## config.mk

```make
export PLATFORM = sky130hd
export DESIGN_NAME = pwm_update_sched_flat
export DESIGN_NICKNAME = d
export VERILOG_FILES = /design/src/rtl/pwm_update_sched_pkg.sv /design/src/rtl/pwm_update_sched_if.sv /design/src/rtl/pwm_update_sched_arb.sv /design/src/rtl/pwm_update_sched.sv /design/src/flat_wrapper.sv
export SDC_FILE = /design/constraint.sdc
export NUM_CORES = 1
export LEC_CHECK = 0
export ABC_CLOCK_PERIOD_IN_PS = 17400
export BUFFER_PORTS_ARGS = -buffer_cell sky130_fd_sc_hd__buf_4
export CORE_MARGIN = 4
export CORE_UTILIZATION = 60
export DETAILED_ROUTE_END_ITERATION = 6
export PLACE_DENSITY = 0.76
export SKIP_LAST_GASP = 1
export SYNTH_ARGS = -nofsm -noshare
export SYNTH_HDL_FRONTEND = slang
export SYNTH_HIERARCHICAL = 1
export SYNTH_SLANG_ARGS = --single-unit
export TNS_END_PERCENT = 20
```

## constraint.sdc

```tcl
create_clock -name clk -period 17.4 [get_ports clk]
set_input_delay 2.61 -clock clk [delete_from_list [all_inputs] [get_ports clk]]
set_output_delay 2.61 -clock clk [all_outputs]
set_load 0.01 [all_outputs]
```

## src/rtl/pwm_update_sched_pkg.sv

```systemverilog
// Shared constants for the pwm update scheduler: register map, ctrl bits, FSM states.
package pwm_update_sched_pkg;

   localparam logic [2:0] OFF_DUTY_L = 3'd0;
   localparam logic [2:0] OFF_DUTY_H = 3'd1;
   localparam logic [2:0] OFF_FREQ_L = 3'd2;
   localparam logic [2:0] OFF_FREQ_H = 3'd3;
   localparam logic [2:0] OFF_CTRL   = 3'd4;

   localparam int CTRL_COMMIT = 7;
   localparam int CTRL_EN     = 0;

   typedef enum logic [1:0] {
      IDLE  = 2'd0,
      CALC  = 2'd1,
      APPLY = 2'd2
   } state_t;

endpackage

```

## src/rtl/pwm_update_sched_if.sv

```systemverilog
// Host write bus, period boundary pulses and per-channel pwm control outputs.
interface pwm_update_sched_if #(
   parameter int NCH = 4
) ();
   localparam int CW = (NCH > 1) ? $clog2(NCH) : 1;

   logic              wr_en;
   logic [CW+2:0]     wr_addr;
   logic [7:0]        wr_data;
   logic [NCH-1:0]    period_start;
   logic [16*NCH-1:0] pwm_duty;
   logic [16*NCH-1:0] pwm_freq;
   logic [NCH-1:0]    pwm_enb;
   logic [NCH-1:0]    commit_done;
   logic [NCH-1:0]    slewing;

   modport master (
      output wr_en, wr_addr, wr_data, period_start,
      input  pwm_duty, pwm_freq, pwm_enb, commit_done, slewing
   );

   modport slave (
      input  wr_en, wr_addr, wr_data, period_start,
      output pwm_duty, pwm_freq, pwm_enb, commit_done, slewing
   );
endinterface

```

## src/rtl/pwm_update_sched_arb.sv

```systemverilog
// Rotating-priority arbiter: grants the first requester at or after ptr, wrapping around.
module pwm_rr_arb #(
   parameter int N  = 4,
   parameter int PW = 2
) (
   input  logic [N-1:0]  req_i,
   input  logic [PW-1:0] ptr_i,
   output logic [N-1:0]  grant_o,
   output logic          valid_o
);
   logic [PW:0]   sum;
   logic [PW-1:0] idx;

   // Walk the channels starting at ptr and keep only the first request found.
   always_comb begin
      grant_o = '0;
      valid_o = 1'b0;
      sum     = '0;
      idx     = '0;
      for (int k = 0; k < N; k++) begin
         sum = {1'b0, ptr_i} + (PW+1)'(k);
         if (sum >= (PW+1)'(N)) sum = sum - (PW+1)'(N);
         idx = sum[PW-1:0];
         if (!valid_o && req_i[idx]) begin
            grant_o[idx] = 1'b1;
            valid_o      = 1'b1;
         end
      end
   end
endmodule

```

## src/rtl/pwm_update_sched.sv

```systemverilog
// Per-channel shadow registers with boundary-aligned commit and a shared duty slew unit.
module pwm_update_sched
   import pwm_update_sched_pkg::*;
#(
   parameter int          NCH      = 4,
   parameter logic [15:0] STEP_MAX = 16'h0040
) (
   input logic              clk,
   input logic              reset,
   pwm_update_sched_if.slave bus
);
   localparam int CW = (NCH > 1) ? $clog2(NCH) : 1;

   logic [15:0]    sh_duty_q [NCH];
   logic [15:0]    sh_freq_q [NCH];
   logic [NCH-1:0] sh_en_q;
   logic [15:0]    duty_q [NCH];
   logic [15:0]    freq_q [NCH];
   logic [15:0]    tgt_q  [NCH];
   logic [NCH-1:0] enb_q, pend_q, evt_q, done_q;
   logic [NCH-1:0] pend_d, evt_d;
   state_t         state_q;
   logic [CW-1:0]  ptr_q, g_q, gidx;
   logic           commit_q, nen_q;
   logic [15:0]    nduty_q, ntgt_q, nfreq_q;

   logic [CW-1:0]  wch;
   logic [2:0]     woff;
   logic           wvalid;
   logic [NCH-1:0] cw_oh, apply_oh, clr_pend, slew_w, req, gnt_oh;
   logic           gnt_vld;
   logic           c_pend, c_en;
   logic [15:0]    c_tgt, c_duty;

   // One slew step toward tgt; sums are 17 bits so neither direction can wrap.
   function automatic logic [15:0] slew_next(input logic [15:0] cur, input logic [15:0] tgt);
      logic [16:0] lim;
      if (STEP_MAX == 16'h0) return tgt;
      if (tgt > cur) begin
         lim = {1'b0, cur} + {1'b0, STEP_MAX};
         return (lim > {1'b0, tgt}) ? tgt : lim[15:0];
      end
      lim = {1'b0, tgt} + {1'b0, STEP_MAX};
      return ({1'b0, cur} < lim) ? tgt : (cur - STEP_MAX);
   endfunction

   assign wch    = bus.wr_addr[CW+2:3];
   assign woff   = bus.wr_addr[2:0];
   assign wvalid = bus.wr_en && (int'(wch) < NCH);

   // Per-channel decode of commit writes, the channel in APPLY, and request formation.
   always_comb begin
      for (int i = 0; i < NCH; i++) begin
         cw_oh[i]    = wvalid && (woff == OFF_CTRL) && bus.wr_data[CTRL_COMMIT] && (int'(wch) == i);
         apply_oh[i] = (state_q == APPLY) && (int'(g_q) == i);
         slew_w[i]   = (duty_q[i] != tgt_q[i]);
      end
      clr_pend = apply_oh & {NCH{commit_q}};
      req      = evt_q & (pend_q | slew_w);
      // A commit write landing in its own APPLY cycle survives the clear.
      pend_d   = (pend_q & ~clr_pend) | cw_oh;
      // The channel being committed does not re-arm itself from its own pending bit.
      evt_d    = (evt_q & req & ~apply_oh) | bus.period_start | (pend_q & ~enb_q & ~clr_pend);
   end

   // Grant index from the arbiter's one-hot output.
   always_comb begin
      gidx = '0;
      for (int i = 0; i < NCH; i++) if (gnt_oh[i]) gidx = CW'(i);
   end

   // Values the APPLY step will write, computed for the latched grant.
   always_comb begin
      c_pend = pend_q[g_q];
      c_en   = sh_en_q[g_q];
      c_tgt  = c_pend ? (c_en ? sh_duty_q[g_q] : 16'h0) : tgt_q[g_q];
      c_duty = (c_pend && !c_en) ? 16'h0 : slew_next(duty_q[g_q], c_tgt);
   end

   pwm_rr_arb #(.N(NCH), .PW(CW)) u_arb (
      .req_i   (req),
      .ptr_i   (ptr_q),
      .grant_o (gnt_oh),
      .valid_o (gnt_vld)
   );

   // Host byte writes into the shadow registers; last write before a commit wins.
   always_ff @(posedge clk or posedge reset) begin
      if (reset) begin
         for (int i = 0; i < NCH; i++) begin
            sh_duty_q[i] <= '0;
            sh_freq_q[i] <= '0;
         end
         sh_en_q <= '0;
      end else if (wvalid) begin
         case (woff)
            OFF_DUTY_L: sh_duty_q[wch][7:0]  <= bus.wr_data;
            OFF_DUTY_H: sh_duty_q[wch][15:8] <= bus.wr_data;
            OFF_FREQ_L: sh_freq_q[wch][7:0]  <= bus.wr_data;
            OFF_FREQ_H: sh_freq_q[wch][15:8] <= bus.wr_data;
            OFF_CTRL:   sh_en_q[wch]         <= bus.wr_data[CTRL_EN];
            default: ;
         endcase
      end
   end

   // Pending commits and boundary event latches.
   always_ff @(posedge clk or posedge reset) begin
      if (reset) begin
         pend_q <= '0;
         evt_q  <= '0;
      end else begin
         pend_q <= pend_d;
         evt_q  <= evt_d;
      end
   end

   // Service FSM: pick a channel, compute its update, then write the active registers.
   always_ff @(posedge clk or posedge reset) begin
      if (reset) begin
         state_q  <= IDLE;
         ptr_q    <= '0;
         g_q      <= '0;
         commit_q <= 1'b0;
         nen_q    <= 1'b0;
         nduty_q  <= '0;
         ntgt_q   <= '0;
         nfreq_q  <= '0;
         enb_q    <= '0;
         done_q   <= '0;
         for (int i = 0; i < NCH; i++) begin
            duty_q[i] <= '0;
            freq_q[i] <= '0;
            tgt_q[i]  <= '0;
         end
      end else begin
         done_q <= '0;
         case (state_q)
            IDLE: begin
               if (gnt_vld) begin
                  g_q     <= gidx;
                  state_q <= CALC;
               end
            end
            CALC: begin
               commit_q <= c_pend;
               nduty_q  <= c_duty;
               ntgt_q   <= c_tgt;
               nfreq_q  <= sh_freq_q[g_q];
               nen_q    <= c_en;
               state_q  <= APPLY;
            end
            APPLY: begin
               duty_q[g_q] <= nduty_q;
               tgt_q[g_q]  <= ntgt_q;
               if (commit_q) begin
                  freq_q[g_q] <= nfreq_q;
                  enb_q[g_q]  <= nen_q;
                  done_q[g_q] <= 1'b1;
               end
               ptr_q   <= (int'(g_q) == NCH-1) ? '0 : g_q + 1'b1;
               state_q <= IDLE;
            end
            default: state_q <= IDLE;
         endcase
      end
   end

   // Flatten the active registers onto the pwm-facing buses.
   always_comb begin
      for (int i = 0; i < NCH; i++) begin
         bus.pwm_duty[16*i +: 16] = duty_q[i];
         bus.pwm_freq[16*i +: 16] = freq_q[i];
      end
      bus.pwm_enb     = enb_q;
      bus.commit_done = done_q;
      bus.slewing     = slew_w;
   end
endmodule

```

## src/flat_wrapper.sv

```systemverilog
// flat-port wrapper written by rule: the top's interface ports become plain ports
module pwm_update_sched_flat import pwm_update_sched_pkg::*;
#(
   parameter int          NCH      = 4,
   parameter logic [15:0] STEP_MAX = 16'h0040
)
  (clk, reset, bus_wr_en, bus_wr_addr, bus_wr_data, bus_period_start, bus_pwm_duty, bus_pwm_freq, bus_pwm_enb, bus_commit_done, bus_slewing);
  pwm_update_sched_if #(.NCH(NCH)) bus_i ();
  input logic clk;
  input logic reset;
  input wire logic [$bits(bus_i.wr_en)-1:0] bus_wr_en;
  input wire logic [$bits(bus_i.wr_addr)-1:0] bus_wr_addr;
  input wire logic [$bits(bus_i.wr_data)-1:0] bus_wr_data;
  input wire logic [$bits(bus_i.period_start)-1:0] bus_period_start;
  output wire logic [$bits(bus_i.pwm_duty)-1:0] bus_pwm_duty;
  output wire logic [$bits(bus_i.pwm_freq)-1:0] bus_pwm_freq;
  output wire logic [$bits(bus_i.pwm_enb)-1:0] bus_pwm_enb;
  output wire logic [$bits(bus_i.commit_done)-1:0] bus_commit_done;
  output wire logic [$bits(bus_i.slewing)-1:0] bus_slewing;
  assign bus_i.wr_en = bus_wr_en;
  assign bus_i.wr_addr = bus_wr_addr;
  assign bus_i.wr_data = bus_wr_data;
  assign bus_i.period_start = bus_period_start;
  assign bus_pwm_duty = bus_i.pwm_duty;
  assign bus_pwm_freq = bus_i.pwm_freq;
  assign bus_pwm_enb = bus_i.pwm_enb;
  assign bus_commit_done = bus_i.commit_done;
  assign bus_slewing = bus_i.slewing;
  pwm_update_sched #(.NCH(NCH), .STEP_MAX(STEP_MAX)) u_core (.clk(clk), .reset(reset), .bus(bus_i));
endmodule
```

# Word-level counts from Yosys, hierarchy flattened
# Cells that the tools add are included.
# Widths: inputs -> output; s select.
dict set report classes {
  n_eq_ne 17
  magnitude_cmp 23
  bitwise_logic 19
  muxes 81
  addsub 11
  n_reduce_logical 37
}
# op count
set op_table {}
lappend op_table {{$bwmux 64} 7}
lappend op_table {{$mux 16} 17}
lappend op_table {{$pmux 64 s2} 2}
lappend op_table {{$bmux 16 s2} 4}
lappend op_table {{$demux 16 s2} 3}
lappend op_table {{$ne 16x16->1} 4}
lappend op_table {{$add 16x7->17 const B} 2}
lappend op_table {{$and 4x4->4} 7}
lappend op_table {{$or 4x4->4} 7}
lappend op_table {{$mux 4} 6}
lappend op_table {{$logic_and 1x1->1} 22}
lappend op_table {{$lt 2x3->1 const B} 6}
lappend op_table {{$mux 1} 18}
lappend op_table {{$gt 17x16->1} 1}
lappend op_table {{$lt 16x17->1} 1}
lappend op_table {{$gt 16x16->1} 1}
lappend op_table {{$mux 2} 8}
lappend op_table {{$sub 16x7->16 const B} 1}
lappend op_table {{$ge 3x3->1 const B} 5}
lappend op_table {{$bmux 1 s2} 6}
lappend op_table {{$demux 1 s2} 6}
lappend op_table {{$ge 2x1->1 const B} 6}
lappend op_table {{$not 4->4} 3}
lappend op_table {{$eq 2x2->1 const B} 5}
lappend op_table {{20 further kinds} 40}
dict set report word_totals {
  regBits 396
}

# Depth between registers and ports, before layout
dict set report depth {
  ltp_word 18
  mapped_depth 20
  depth_no_buf 14
}

# By module
# The synthesis kept the hierarchy.
# mod n_inst area_each_um2 cells_each seq_area_each_um2
set by_module_without_submodules {}
lappend by_module_without_submodules {pwm_update_sched 1 19242.2 1430 9909.5}
lappend by_module_without_submodules {pwm_rr_arb 1 508.0 62 0.0}

# Worst setup path after synthesis
# OpenSTA, ideal clock, no wires.
dict set report synth_path {
  kind {flip-flop to flip-flop}
  startpoint {register u_core.g_q[1]}
  endpoint {register u_core.nduty_q[12]}
  period_less_slack_ns 4.301
  path_stages_with_launch 17
  path_slack_ns 13.099
  n_path_buf 5
  setup_time_ns 0.126
  arrival_ns 4.175
  path_cell_list {dfrtp_1 buf_4 buf_6 buf_4 buf_2 buf_1 mux2_2 o21ai_0 inv_1 ha_1 nand3_1 o221ai_1 o211ai_1 nand4_1 a21oi_2 mux2_2 a221o_1}
}
dict set report synth_via {
  elab_chain_cells 11
}
# element line
set synth_lines {}
lappend synth_lines {{from (decl)} pwm_update_sched.sv:23} ;# logic [CW-1:0] ptr_q, g_q, gidx;
lappend synth_lines {{from (signal assigned)} pwm_update_sched.sv:141} ;# g_q <= gidx;
lappend synth_lines {{$not 2->3 (not written as such)} {pwm_update_sched.sv:76, pwm_update_sched.sv:77}}
lappend synth_lines {{$bmux 16 s2} pwm_update_sched.sv:76} ;# c_tgt = c_pend ? (c_en ? sh_duty_q[g_q] : 16'h0) : tgt_q[g_q];
lappend synth_lines {{$mux 16 (not written as such) (2 in a row)} pwm_update_sched.sv:76}
lappend synth_lines {{$mux 16 (2 in a row)} pwm_update_sched.sv:76}
lappend synth_lines {{$add 16x7->17 / $gt 17x16->1 (equally long branches)} {pwm_update_sched.sv:43, pwm_update_sched.sv:41}}
lappend synth_lines {{$lt 16x17->1 / $mux 16 (equally long branches)} {pwm_update_sched.sv:44, pwm_update_sched.sv:41}}
lappend synth_lines {{$mux 16 (on tied branches)} {pwm_update_sched.sv:44, pwm_update_sched.sv:39}}
lappend synth_lines {{$mux 16} pwm_update_sched.sv:43} ;# lim = {1'b0, tgt} + {1'b0, STEP_MAX};
lappend synth_lines {{$mux 16 (*)} pwm_update_sched.sv:77} ;# c_duty = (c_pend && !c_en) ? 16'h0 : slew_next(duty_q[g_q], c_tgt);
lappend synth_lines {{to (signal assigned)} pwm_update_sched.sv:147} ;# nduty_q <= c_duty;
lappend synth_lines {{to (decl)} pwm_update_sched.sv:25} ;# logic [15:0] nduty_q, ntgt_q, nfreq_q;
# Mark *: on every way between the ends. The rest lies on a longest branch, timed or not. The select of a mux whose other input is x is not followed.
# A chain may end at the register's enable or synchronous reset.

# Worst setup path after layout
dict set report layout_path {
  startpoint {register u_core.g_q[1]}
  endpoint {register u_core.nduty_q[7]}
}
dict set report layout_via {
  elab_chain_cells 11
}
# element line
set layout_lines {}
lappend layout_lines {{$not 2->3 (not written as such)} pwm_update_sched.sv:76}
lappend layout_lines {{$bmux 16 s2} pwm_update_sched.sv:76}
lappend layout_lines {{$mux 16 (not written as such) (2 in a row)} pwm_update_sched.sv:76}
lappend layout_lines {{$mux 16} pwm_update_sched.sv:76}
lappend layout_lines {{$mux 16 (*)} pwm_update_sched.sv:76}
lappend layout_lines {{via u_core.c_tgt[6]} pwm_update_sched.sv:33} ;# logic [15:0] c_tgt, c_duty;
lappend layout_lines {{$add 16x7->17 / $gt 17x16->1 (equally long branches)} {pwm_update_sched.sv:43, pwm_update_sched.sv:41}}
lappend layout_lines {{$lt 16x17->1 / $mux 16 (equally long branches)} {pwm_update_sched.sv:44, pwm_update_sched.sv:41}}
lappend layout_lines {{$mux 16 (on tied branches)} {pwm_update_sched.sv:44, pwm_update_sched.sv:39}}
lappend layout_lines {{$mux 16 (*)} pwm_update_sched.sv:43}
lappend layout_lines {{$mux 16 (*)} pwm_update_sched.sv:77}
# Mark *: on every way through the listed nets, which the timed path passes. The rest lies on a longest branch. The select of a mux whose other input is x is not followed.

==> flow_summary.yaml <==
sta:
  fin_crit_ns: 5.949
  setup_violations: 0
  tightest_slew_ns: 1.113
  setup_slack_ns: 11.45
  rsz0062_at_grt: "no"
  setup_tns_ns: 0
  skew_ns: 0.02202
  hold_violations: 0
  period_share_pct: 34.19
  fmax_mhz: 168.1
  slew_viol_final: 0
  maxSlewHeadroom_pct: 25.59
synth:
  syn_avg_cell_area_um2: 13.26
  syn_inst: 1486
  syn-num-nets: 1561
  yosysWarnings: 6
  synth_area_mm2: 0.01970
global_routing:
  grtUsageMet2_pct: 42.75
  overflow: 0
  grt_first_pass_wirelength_um: 79960
  met1_usage_pct: 43.35
  grt_busiest_layer: "met1"
  antenna_found_initial: 1
  grt_max_degree: 130
  first_global_vias: 13330
  grt_usage_pct: 28.77
  met3_usage_pct: 7.356
critical_path:
  slowest_stage: "a41oi_1"
  cp_data_required_time_ns: 17.80
  cp_max_fo: 53
  cp-end-kind: "flop"
  worstSetupPathType: "flop to flop"
  cp_slowest_stage_delay_ns: 0.80
  cp-start-kind: "flop"
  cp_data_arrival_time_ns: 6.35
  crit_chain: "buf_4, mux4_2, and2_1, a22o_1, ha_1, nand3_1, xnor2_1, ha_1, nand4_1, nor4b_1, nand4_1, a41oi_1, o211ai_4, mux2i_1, a221o_1"
clock_tree:
  root_buffer: "clkbuf_16"
  clockBufferDepth: 3
  cts.sinks: 396
  numCtsBuffers: 42
  post_cts_buffers: 0
  clk_latency_ns: 0.55
  clkTransAtPathRegs_ns: 0.06
  cts_tree: "done"
  postCtsHoldBufs: 0
  ctsHtreeMaxLevel: 2
  cts-resized-gates: 0
placed_design:
  io_buffers: 159
  dp_hpwl_um: 35830
  place.gp.congestion: 1.029
  place_ws_ns: 11.56
power_and_ir_drop:
  ir_worst_vdd_uv: 178.0
  p_per_area_mw_per_mm2: 218.2
  total_leakage_power_uw: 0.01147
detailed_routing:
  drc: 0
  antenna_left: 0
  drt-total-wl_um: 51300
  first_pass_iters: 6
  first_iter_violations: 990
  avgViaCountPerCell: 6.189
  routedWlPerCell_um: 24.34
  vias: 13050
floorplan:
  die_area_mm2: 0.03580
  coreArea_mm2: 0.03245
  initial_utilization_pct: 60.71
  io_pins: 160
  die_h_um: 189.2
  num_rows: 66
  die_x_um: 189.2
layout:
  layout.nets: 1707
  most-common-layout-cells: "dfrtp_1, mux2_2, buf_4"
  seq_area_mm2: 0.009917
  final_common_cell: "dfrtp_1"
  multiInputGateArea_mm2: 0.009255
  drive_above_1_share_pct: 40.30
  n_fill_cell: 2330
  syn_to_final_growth_pct: 15.34
min_path:
  hp-class: "flop to flop"
job:
  cap_violations: 0
run_status:
  outcome: "finished clean"
==> state kept, by name, summed over array words and instances, names as in the netlist, 4 cells and up <==
| register | count |
|---|---|
| u_core/evt_q | 4 |
| u_core/sh_freq_q | 64 |
| u_core/bus.pwm_freq | 64 |
| u_core/tgt_q | 64 |
| u_core/ntgt_q | 16 |
| u_core/bus.commit_done | 4 |
| u_core/bus.pwm_duty | 64 |
| u_core/nfreq_q | 16 |
| u_core/pend_q | 4 |
| u_core/nduty_q | 16 |
| u_core/bus.pwm_enb | 4 |
| u_core/sh_duty_q | 64 |
| u_core/sh_en_q | 4 |
==> stage by stage <==
stage / utilization, % / std cells / instance area, um2 / total power (uW) / hold slack, ns
global placement: 65.31 / 2030 / 21200 / 3891 / 0.4790
detailed placement: 65.31 / 2030 / 21200 / 3944 / 0.4881
global route: 70.02 / 2107 / 22720 / 5219 / 0.5159
finish: 70.02 / 2108 / 22730 / 4959 / 0.4984
floorplan: - / 1486 / 19700 / 3076 / 0.4470
CTS: 70.02 / 2107 / 22720 / 4928 / 0.5022
==> final timing paths <==
kind	from	to	slack, ns	cells after the start
max reg2reg	u_core/g_q[1]$_DFFE_PP0P_	u_core/nduty_q[7]$_DFFE_PP0N_	11.45	15
max	u_core/g_q[1]$_DFFE_PP0P_	u_core/nduty_q[7]$_DFFE_PP0N_	11.45	15
max in group asynchronous	reset	u_core/g_q[1]$_DFFE_PP0P_	13.11	4
min	u_core/sh_freq_q[20]$_DFFE_PP0P_	u_core/sh_freq_q[20]$_DFFE_PP0P_	0.50	1
min in group asynchronous	reset	u_core/sh_freq_q[35]$_DFFE_PP0P_	2.20	2
min reg2reg	u_core/sh_freq_q[20]$_DFFE_PP0P_	u_core/sh_freq_q[20]$_DFFE_PP0P_	0.50	1
==> critical path, delay by kind of cell (launching register included) <==
| family | cells | cell delay [ns] |
|---|---|---|
| XOR/XNOR | 1 | 0.15 |
| flip-flops | 1 | 0.70 |
| adder cells (fa/ha/maj) | 2 | 0.64 |
| AND/OR/NAND/NOR | 5 | 1.10 |
| multiplexers | 2 | 0.72 |
| AO/OA/AOI/OAI | 4 | 1.76 |
| buffers and inverters | 1 | 0.72 |
==> metal layers <==
metal / vias up / share of wire, %
met2: 443 / 45
met5: - / 0
met3: 76 / 8.2
li1: 5734 / -
met4: 0 / 2.0
met1: 6793 / 45
==> where the power goes <==
part	switching, uW	internal [uW]	total (uW)	leakage, uW
Clock	377	590	967	0.000737
Combinational	1460	1070	2530	0.00547
Sequential	278	1180	1460	0.00527
==> final cells by class <==
type                    count  area share (%)
inverters                  48          0.8259
clock inverters            24           1.514
well taps                 442           2.434
repair buffers            171           5.649
diodes                      1         0.01101
clock buffers              53           5.203
multi-input cells         973           40.73
flip-flops and latches    396           43.64
Note: power is estimated with default switching activity, not from simulation.
